## src/rtl/axi4_lite_burst_master.sv

```systemverilog
// AXI4-Lite burst master: executes one command as 1..MAX_BEATS sequential
// single-beat AXI4-Lite transfers of 1/2/4/8 bytes, with incrementing or
// fixed addressing, legality checks up front and a per-handshake timeout.
module axi4_lite_burst_master #(
    parameter int ADDR_WIDTH     = 32,
    parameter int DATA_WIDTH     = 32,
    parameter int MAX_BEATS      = 16,
    parameter int TIMEOUT_CYCLES = 1024,
    localparam int MAX_BYTES     = MAX_BEATS * DATA_WIDTH / 8
) (
    input  logic                          clk,
    input  logic                          rst_n,
    input  logic [7:0]                    cmd,
    input  logic [ADDR_WIDTH-1:0]         addr,
    input  logic [8*MAX_BYTES-1:0]        write_data,
    input  logic                          start_transaction,
    output logic                          busy,
    output logic                          transaction_done,
    output logic [7:0]                    axi_status,
    output logic [8*MAX_BYTES-1:0]        read_data,
    output logic [$clog2(MAX_BYTES):0]    read_data_count,
    output logic [ADDR_WIDTH-1:0]         m_axi_awaddr,
    output logic [2:0]                    m_axi_awprot,
    output logic                          m_axi_awvalid,
    input  logic                          m_axi_awready,
    output logic [DATA_WIDTH-1:0]         m_axi_wdata,
    output logic [DATA_WIDTH/8-1:0]       m_axi_wstrb,
    output logic                          m_axi_wvalid,
    input  logic                          m_axi_wready,
    input  logic [1:0]                    m_axi_bresp,
    input  logic                          m_axi_bvalid,
    output logic                          m_axi_bready,
    output logic [ADDR_WIDTH-1:0]         m_axi_araddr,
    output logic [2:0]                    m_axi_arprot,
    output logic                          m_axi_arvalid,
    input  logic                          m_axi_arready,
    input  logic [DATA_WIDTH-1:0]         m_axi_rdata,
    input  logic [1:0]                    m_axi_rresp,
    input  logic                          m_axi_rvalid,
    output logic                          m_axi_rready
);

    localparam int SB     = DATA_WIDTH / 8;
    localparam int LANE_W = $clog2(SB);
    localparam int BUF_W  = 8 * MAX_BYTES;
    localparam int CNT_W  = $clog2(MAX_BYTES) + 1;
    localparam int TMO_W  = $clog2(TIMEOUT_CYCLES + 1);

    localparam logic [7:0] ST_OK       = 8'h00;
    localparam logic [7:0] ST_SLVERR   = 8'h01;
    localparam logic [7:0] ST_DECERR   = 8'h02;
    localparam logic [7:0] ST_MISALIGN = 8'h03;
    localparam logic [7:0] ST_SIZE     = 8'h04;
    localparam logic [7:0] ST_TIMEOUT  = 8'h05;
    localparam logic [7:0] ST_4K       = 8'h06;

    typedef enum logic [2:0] {
        S_IDLE, S_CHECK, S_W_AD, S_W_RESP, S_R_ADDR, S_R_DATA, S_NEXT, S_DONE
    } state_t;

    state_t state, state_n;

    // Command fields captured at start; plain data, no reset needed
    logic                  rw_q;
    logic                  fixed_q;
    logic [1:0]            size_q;
    logic [3:0]            beats_m1_q;
    logic [ADDR_WIDTH-1:0] addr_q;
    logic [BUF_W-1:0]      wbuf_q;
    logic [1:0]            resp_q;

    // Burst progress and handshake bookkeeping
    logic [3:0]            beat_q;
    logic [CNT_W-1:0]      off_q;
    logic                  aw_done;
    logic                  w_done;
    logic [TMO_W-1:0]      tmo_cnt;

    logic [3:0]            sbytes;
    logic [7:0]            span;
    logic [LANE_W-1:0]     lane;
    logic [SB-1:0]         strb_base;
    logic [DATA_WIDTH-1:0] dmask;
    logic [DATA_WIDTH-1:0] rext;
    logic [7:0]            chk_status;
    logic                  tmo_last;
    logic                  tmo_fire;
    logic                  last_beat;
    logic                  resp_err;

    assign sbytes    = 4'd1 << size_q;
    assign span      = ({4'd0, beats_m1_q} + 8'd1) << size_q;
    assign lane      = addr_q[LANE_W-1:0];
    assign tmo_last  = (tmo_cnt == TMO_W'(TIMEOUT_CYCLES - 1));
    assign last_beat = (beat_q == beats_m1_q);
    assign resp_err  = (resp_q != 2'b00);

    // Byte-enable and data mask for one access of the current size, lane 0
    always_comb begin
        strb_base = '0;
        dmask     = '0;
        for (int i = 0; i < SB; i++) begin
            if (i < int'(sbytes)) begin
                strb_base[i]      = 1'b1;
                dmask[i*8 +: 8]   = 8'hFF;
            end
        end
    end

    // Legality of the whole command; first failing rule decides the status
    always_comb begin
        chk_status = ST_OK;
        if (int'(size_q) > LANE_W)
            chk_status = ST_SIZE;
        else if ((addr_q[3:0] & (sbytes - 4'd1)) != 4'd0)
            chk_status = ST_MISALIGN;
        else if (!fixed_q && (({1'b0, addr_q[11:0]} + {5'd0, span}) > 13'd4096))
            chk_status = ST_4K;
    end

    // Lane placement of write data and extraction of read data
    assign m_axi_awaddr = addr_q;
    assign m_axi_araddr = addr_q;
    assign m_axi_awprot = 3'b000;
    assign m_axi_arprot = 3'b000;
    assign m_axi_wdata  = (DATA_WIDTH'(wbuf_q >> {off_q, 3'b000}) & dmask) << {lane, 3'b000};
    assign m_axi_wstrb  = strb_base << lane;
    assign rext         = (m_axi_rdata >> {lane, 3'b000}) & dmask;

    // Next-state and bus outputs; valids depend only on registered state
    always_comb begin
        state_n          = state;
        m_axi_awvalid    = 1'b0;
        m_axi_wvalid     = 1'b0;
        m_axi_bready     = 1'b0;
        m_axi_arvalid    = 1'b0;
        m_axi_rready     = 1'b0;
        busy             = 1'b1;
        transaction_done = 1'b0;
        tmo_fire         = 1'b0;
        case (state)
            S_IDLE: begin
                busy = 1'b0;
                if (start_transaction) state_n = S_CHECK;
            end
            S_CHECK: begin
                if (chk_status != ST_OK) state_n = S_DONE;
                else if (rw_q)           state_n = S_R_ADDR;
                else                     state_n = S_W_AD;
            end
            S_W_AD: begin
                m_axi_awvalid = !aw_done;
                m_axi_wvalid  = !w_done;
                if ((aw_done || m_axi_awready) && (w_done || m_axi_wready))
                    state_n = S_W_RESP;
                else if (tmo_last) begin
                    tmo_fire = 1'b1;
                    state_n  = S_DONE;
                end
            end
            S_W_RESP: begin
                m_axi_bready = 1'b1;
                if (m_axi_bvalid) state_n = S_NEXT;
                else if (tmo_last) begin
                    tmo_fire = 1'b1;
                    state_n  = S_DONE;
                end
            end
            S_R_ADDR: begin
                m_axi_arvalid = 1'b1;
                if (m_axi_arready) state_n = S_R_DATA;
                else if (tmo_last) begin
                    tmo_fire = 1'b1;
                    state_n  = S_DONE;
                end
            end
            S_R_DATA: begin
                m_axi_rready = 1'b1;
                if (m_axi_rvalid) state_n = S_NEXT;
                else if (tmo_last) begin
                    tmo_fire = 1'b1;
                    state_n  = S_DONE;
                end
            end
            S_NEXT: begin
                if (resp_err || last_beat) state_n = S_DONE;
                else if (rw_q)             state_n = S_R_ADDR;
                else                       state_n = S_W_AD;
            end
            S_DONE: begin
                busy             = 1'b0;
                transaction_done = 1'b1;
                state_n          = S_IDLE;
            end
            default: state_n = S_IDLE;
        endcase
    end

    // Control state: FSM, handshake flags, timeout, status and read buffer
    always_ff @(posedge clk or negedge rst_n) begin
        if (!rst_n) begin
            state           <= S_IDLE;
            aw_done         <= 1'b0;
            w_done          <= 1'b0;
            tmo_cnt         <= '0;
            beat_q          <= '0;
            off_q           <= '0;
            axi_status      <= ST_OK;
            read_data_count <= '0;
            read_data       <= '0;
        end else begin
            state   <= state_n;
            tmo_cnt <= (state_n != state) ? '0 : tmo_cnt + 1'b1;
            case (state)
                S_IDLE: begin
                    if (start_transaction) begin
                        aw_done         <= 1'b0;
                        w_done          <= 1'b0;
                        beat_q          <= '0;
                        off_q           <= '0;
                        axi_status      <= ST_OK;
                        read_data_count <= '0;
                        read_data       <= '0;
                    end
                end
                S_CHECK: axi_status <= chk_status;
                S_W_AD: begin
                    if (m_axi_awvalid && m_axi_awready) aw_done <= 1'b1;
                    if (m_axi_wvalid && m_axi_wready)   w_done  <= 1'b1;
                end
                S_R_DATA: begin
                    if (m_axi_rvalid && m_axi_rresp == 2'b00) begin
                        read_data       <= read_data | (BUF_W'(rext) << {off_q, 3'b000});
                        read_data_count <= read_data_count + CNT_W'(sbytes);
                    end
                end
                S_NEXT: begin
                    if (resp_err)
                        axi_status <= (resp_q == 2'b11) ? ST_DECERR : ST_SLVERR;
                    else if (!last_beat) begin
                        beat_q  <= beat_q + 4'd1;
                        off_q   <= off_q + CNT_W'(sbytes);
                        aw_done <= 1'b0;
                        w_done  <= 1'b0;
                    end
                end
                default: ;
            endcase
            if (tmo_fire) axi_status <= ST_TIMEOUT;
        end
    end

    // Command capture, response capture and address stepping
    always_ff @(posedge clk) begin
        if (state == S_IDLE && start_transaction) begin
            rw_q       <= cmd[7];
            fixed_q    <= cmd[6];
            size_q     <= cmd[5:4];
            beats_m1_q <= cmd[3:0] & 4'(MAX_BEATS - 1);
            addr_q     <= addr;
            wbuf_q     <= write_data;
        end
        if (state == S_W_RESP && m_axi_bvalid) resp_q <= m_axi_bresp;
        if (state == S_R_DATA && m_axi_rvalid) resp_q <= m_axi_rresp;
        if (state == S_NEXT && !resp_err && !last_beat && !fixed_q)
            addr_q <= addr_q + ADDR_WIDTH'(sbytes);
    end

endmodule
```

## config.mk

```make
export PLATFORM = sky130hd
export DESIGN_NAME = axi4_lite_burst_master
export DESIGN_NICKNAME = d
export VERILOG_FILES = /design/src/rtl/axi4_lite_burst_master.sv
export SDC_FILE = /design/constraint.sdc
export NUM_CORES = 2
export LEC_CHECK = 0
export ABC_AREA = 0
export BUFFER_PORTS_ARGS = -buffer_cell sky130_fd_sc_hd__buf_2
export CAP_MARGIN = 30
export CORE_AREA = 2 2 484 486
export DETAILED_ROUTE_END_ITERATION = 16
export DIE_AREA = 0 0 486 488
export SYNTH_ARGS = -nofsm -noshare
export SYNTH_HDL_FRONTEND = slang
export SYNTH_SLANG_ARGS = --single-unit
```

## constraint.sdc

```tcl
create_clock -name clk -period 28.6 [get_ports clk]
set_input_delay 4.29 -clock clk [delete_from_list [all_inputs] [get_ports clk]]
set_output_delay 4.29 -clock clk [all_outputs]
set_load 0.01 [all_outputs]
```

* Word level (Yosys, flattened, before mapping)
Cells that the tools add are included.
** Storage, ports and cells
- Word-level logic and storage cells :: 160
- Bits in registers :: 1108
** Cells by class
- $lt $le $gt $ge :: 6
- Shift operators :: 7
- Bitwise gates (word level) :: 4
- Muxes and demuxes :: 64
- Eq/ne operators :: 19
- Add/sub/neg operators :: 8
- Reductions and logical operators :: 36
** Operators with widths (number)
- two-way mux 512 bit :: 2
- case mux 512 bit (2 select lines) :: 1
- bitwise OR 512 bit :: 1
- left shift 32 x 10 -> 512 bit :: 1
- right shift 512 x 10 -> 32 bit :: 1
- bitwise AND 32 bit :: 2
- two-way mux 32 bit :: 2
- two-way mux 8 bit :: 7
- two-way mux 3 bit :: 12
- adder 32 x 4 -> 32 bit :: 1
- left shift 32 x 5 -> 32 bit :: 1
- right shift 32 x 5 -> 32 bit :: 1
- two-way mux 7 bit :: 4
- case mux 7 bit (2 select lines) :: 2
- case mux 3 bit (8 select lines) :: 1
- case mux 8 bit (3 select lines) :: 1
- two-way mux 1 bit :: 21
- adder 7 x 4 -> 7 bit :: 2
- adder 12 x 8 -> 13 bit :: 1
- greater-than comparator 13 bit, second input constant :: 1
- == test 3 bit, second input constant :: 4
- two-way mux 4 bit :: 3
- != test 2 bit, second input constant :: 6
- adder 11 x 1 -> 11 bit, second input constant :: 1
- 35 further kinds :: 65

* Depth between registers and ports, before layout
- Word-level depth :: 13
- Gate-level depth with buffers :: 16
- Mapped depth without buffers :: 14

* Least setup slack after synthesis
OpenSTA, ideal clock, no wires.
- Path type :: input -> register
- From :: input start_transaction
- To :: register beats_m1_q[0], enable pin
- Required time :: 27.512 ns
- Stages :: 5
- Slack :: 8.104 ns
- Arrival :: 19.408 ns
- Buffers on the path :: 3
- Setup time :: 1.088 ns
- Cell sequence :: or4b_1 buf_2 clkinv_1 clkbuf_1 clkbuf_1
** Between the ends
- Cells in the longest elaborated chain, start to end :: 1
** RTL lines
- start: declaration :: line 16 : input logic start_transaction,
- logical AND 1 bit :: line 255 : if (state == S_IDLE && start_transaction) begin
- end signal: assignment :: line 259 : beats_m1_q <= cmd[3:0] & 4'(MAX_BEATS - 1);
- end: declaration :: line 67 : logic [3:0] beats_m1_q;
Every way passes these cells.
A chain may end at the register's enable or synchronous reset.

* Final worst setup path
- From :: register off_q[0]
- To :: output m_axi_wdata[17]
** Between the ends
- Cells in the longest elaborated chain, start to end :: 3
** RTL lines
- start: declaration :: line 74 : logic [CNT_W-1:0] off_q;
- start signal: assignment :: line 242 : off_q <= off_q + CNT_W'(sbytes);
- right shift 512 x 10 -> 32 bit :: line 126 : assign m_axi_wdata = (DATA_WIDTH'(wbuf_q >> {off_q, 3'b000}) & dmask) << {lane, 3'b000};
- bitwise AND 32 bit :: line 126
- left shift 32 x 5 -> 32 bit :: line 126
- end: declaration :: line 26 : output logic [DATA_WIDTH-1:0] m_axi_wdata,
Every way passes these cells.

==> results.sh <==
export IMPL_hp_class="flop to flop"
export IMPL_cp_slowest_cell="dfrtp_4"
export IMPL_slew_limit_headroom=0.2728
export IMPL_drt_iter0_drc=4772
export IMPL_worst_path_most_repeated_cell="buf_4"
export IMPL_arrival_ns=7.03
export IMPL_finalHoldViolations=0
export IMPL_dp_hpwl_mm=223.4
export IMPL_rsz0062_at_grt="no"
export IMPL_slowest_delay_ns=0.84
export IMPL_ys_top_cells_by_area="edfxtp_1 29%, dfrtp_1 24%, mux4_2 15%"
export IMPL_antenna_found_initial=124
export IMPL_hold_buffers=0
export IMPL_cp_max_fo=55
export IMPL_clkTransAtPathRegs_ns=0.06
export IMPL_grt_max_degree=173
export IMPL_cts_root_buf="clkbuf_16"
export IMPL_nets=6308
export IMPL_status="finished clean"
export IMPL_yosysTopAreaCellShare=0.2915
export IMPL_synth_most_common_cell="nor2_1"
export IMPL_synthArstFlopShare=0.4977
export IMPL_cap_violations=0
export IMPL_drc=0
export IMPL_synth_edf_count=554
export IMPL_coreArea_um2=231900
export IMPL_slew_viol_final=0
export IMPL_synth_seq_cells=1103
export IMPL_startpoint_type="flop"
export IMPL_std_cell_rows=177
export IMPL_setup_violations=0
export IMPL_synthCells=4550
export IMPL_vias=46840
export IMPL_fin_hold_ws_ns=0.4845
export IMPL_start_util=0.2461
export IMPL_post_synth_top_area_cell="edfxtp_1"
export IMPL_area_growth_pct=25.28
export IMPL_p_leak_nw=30.07
export IMPL_die_area_um2=237200
export IMPL_ant_nets=0
export IMPL_ctsResizeCount=0
export IMPL_viasPerCell=5.270
export IMPL_synth_ff_type="edfxtp_1"
export IMPL_grt_pass1_vias=45250
export IMPL_crit_chain="buf_4, buf_4, buf_4, buf_4, mux2i_1, mux4_2, mux4_2, nand2_1, nand2b_1, o21ai_0, buf_2"
export IMPL_clock_skew_final_ns=0.06157
export IMPL_cts_made_buffers=136
export IMPL_io_pins=1236
export IMPL_grt_pass1_wl_mm=382.8
export IMPL_gp_congestion=0.9277
export IMPL_critPathKind="flop to primary output"
export IMPL_cts_tree="done"
export IMPL_htree_levels=4
export IMPL_fmax_ghz=0.08831
export IMPL_wirelength_mm=286.0
export IMPL_period_share=0.3959
export IMPL_fin_crit_ns=11.32
export IMPL_dieHeight_um=488
export IMPL_wl_per_cell_um=32.18
export IMPL_grt_use_total=0.2331
export IMPL_synth_distinct_cells=87
export IMPL_die_w_um=486
export IMPL_clock_sinks=1103
export IMPL_post_cts_repair_setup_buffers=0
export IMPL_crit_required_ns=24.31
export IMPL_yosysWarningCount=0
export IMPL_cts_buffer_depth=3
export IMPL_yosysSeqAreaShare=0.5323
export IMPL_clock_latency_ns=0.79
export IMPL_synthTopCellsByCount="627 x nor2_1, 580 x a21oi_1, 554 x edfxtp_1"
export IMPL_grt_ovfl_total=0
export IMPL_synth_cell_area_um2=57070
export IMPL_firstDrtPassIters=5
export IMPL_worstMarginPinSlew_ns=1.082
export IMPL_utilization=0.3083
export IMPL_setup_tns_final_ns=0
export IMPL_syn_avg_cell_area_um2=12.54
export IMPL_portBuffers=1224
export IMPL_max_vdd_ir_drop_uv=54.12
export IMPL_power_mw=6.309
export IMPL_drive_above_1_share=0.3678
export IMPL_cp_end_kind="primary output"
export IMPL_pwr_density_cell_nw_per_um2=88.25
-- state kept, by name, summed over array words and instances, names as in the netlist, 2 cells and up --
signal           flops
off_q                7
resp_q               2
read_data_count      7
beats_m1_q           4
size_q               2
state                3
axi_status           3
wbuf_q             512
beat_q               4
read_data          512
tmo_cnt             11
m_axi_araddr        32
-- through the flow --
step / std cells / worst slack [ns] / instance area [um^2]
after floorplan: 4560 / 8.104 / 57100
after global placement: 8560 / 18.08 / 66160
after detailed placement: 8584 / 17.96 / 66480
after CTS: 8833 / 17.03 / 71270
after global routing: 8864 / 16.75 / 71430
final: 8889 / 17.28 / 71490
-- kinds of logic after synthesis --
family | share of synthesized area
AOI/OAI and AO/OA | 0.1091
xor gates and xnor gates | 0.008748
adders and majority gates | 0.006885
buffers and inverters | 0.03982
DFF | 0.5323
muxes | 0.2201
other | 0.00006571
and+or+nand+nor | 0.08296
-- placed cells by master, fill, tap and decap left out, types with 20 or more instances in the layout --
cell | Yosys | layout
a21oi_1 | 580 | 574
a22oi_1 | 20 | 20
a31oi_1 | 25 | 25
buf_2 | 75 | 1227
buf_4 | 83 | 129
clkbuf_1 | 179 | 24
clkbuf_16 | 0 | 137
dfrtp_1 | 549 | 543
diode_2 | 0 | 52
edfxtp_1 | 554 | 554
ha_1 | 25 | 25
inv_1 | 30 | 27
mux2_2 | 53 | 53
mux2i_1 | 327 | 327
mux4_2 | 386 | 386
nand2_1 | 253 | 253
nand2b_1 | 23 | 20
nand3_1 | 55 | 55
nor2_1 | 627 | 615
nor2b_1 | 27 | 23
nor3_1 | 30 | 27
o211ai_1 | 21 | 21
o21ai_0 | 126 | 126
o221ai_1 | 27 | 27
o22ai_1 | 85 | 74
o22ai_2 | 10 | 21
xnor2_1 | 25 | 25
xor2_1 | 32 | 32
-- cell type report --
type                    count  area, um^2
repair buffers           1377        7542
clock buffers             169        3628
multi-input cells        3031       24670
well taps                3043        3807
fillers                 23620      160400
diodes                     52       130.1
inverters                  34       150.1
flip-flops and latches   1103       30400
clock inverters            80        1169
-- critical path, delay by kind of cell (launching register included) --
family | cells | cell delay [ns]
multiplexers | 3 | 1.17
flip-flops | 1 | 0.84
AND/OR/NAND/NOR | 2 | 0.16
AO/OA/AOI/OAI | 1 | 0.67
buffers and inverters | 5 | 3.30
-- routing by layer --
layer  wire length, um  vias to the layer above  GRT usage
li1                  -                    19600          -
met3             23810                      676    0.05644
met2            141800                     2813     0.4015
met4             17160                       38     0.1231
met1            103000                    23710     0.2671
met5               235                        -          0
-- power by group --
part           leakage [nW]  switching, mW  internal (mW)  total (mW)
clock                  2.29          0.766           1.08        1.84
combinational          15.1           1.47          0.912        2.39
sequential             12.6          0.195           1.88        2.08
total                  30.1           2.44           3.87        6.31
-- path summary, 6_finish.rpt --
path                                          startpoint                    endpoint  slack (ns)  cells after the start
min in group asynchronous                          rst_n  read_data[103]$_DFFE_PN0P_        3.64                      1
worst max register to register        state[2]$_DFF_PN0_       wbuf_q[151]$_DFFE_PP_       22.98                      7
worst max-delay path                off_q[0]$_DFFE_PN0P_             m_axi_wdata[17]       17.28                     11
worst min register to register  read_data[8]$_DFFE_PN0P_    read_data[8]$_DFFE_PN0P_        0.48                      2
max in group asynchronous                          rst_n   read_data[66]$_DFFE_PN0P_       21.25                      6
worst min-delay path            read_data[8]$_DFFE_PN0P_    read_data[8]$_DFFE_PN0P_        0.48                      2
No activity file was read; power rests on OpenSTA's default activity.
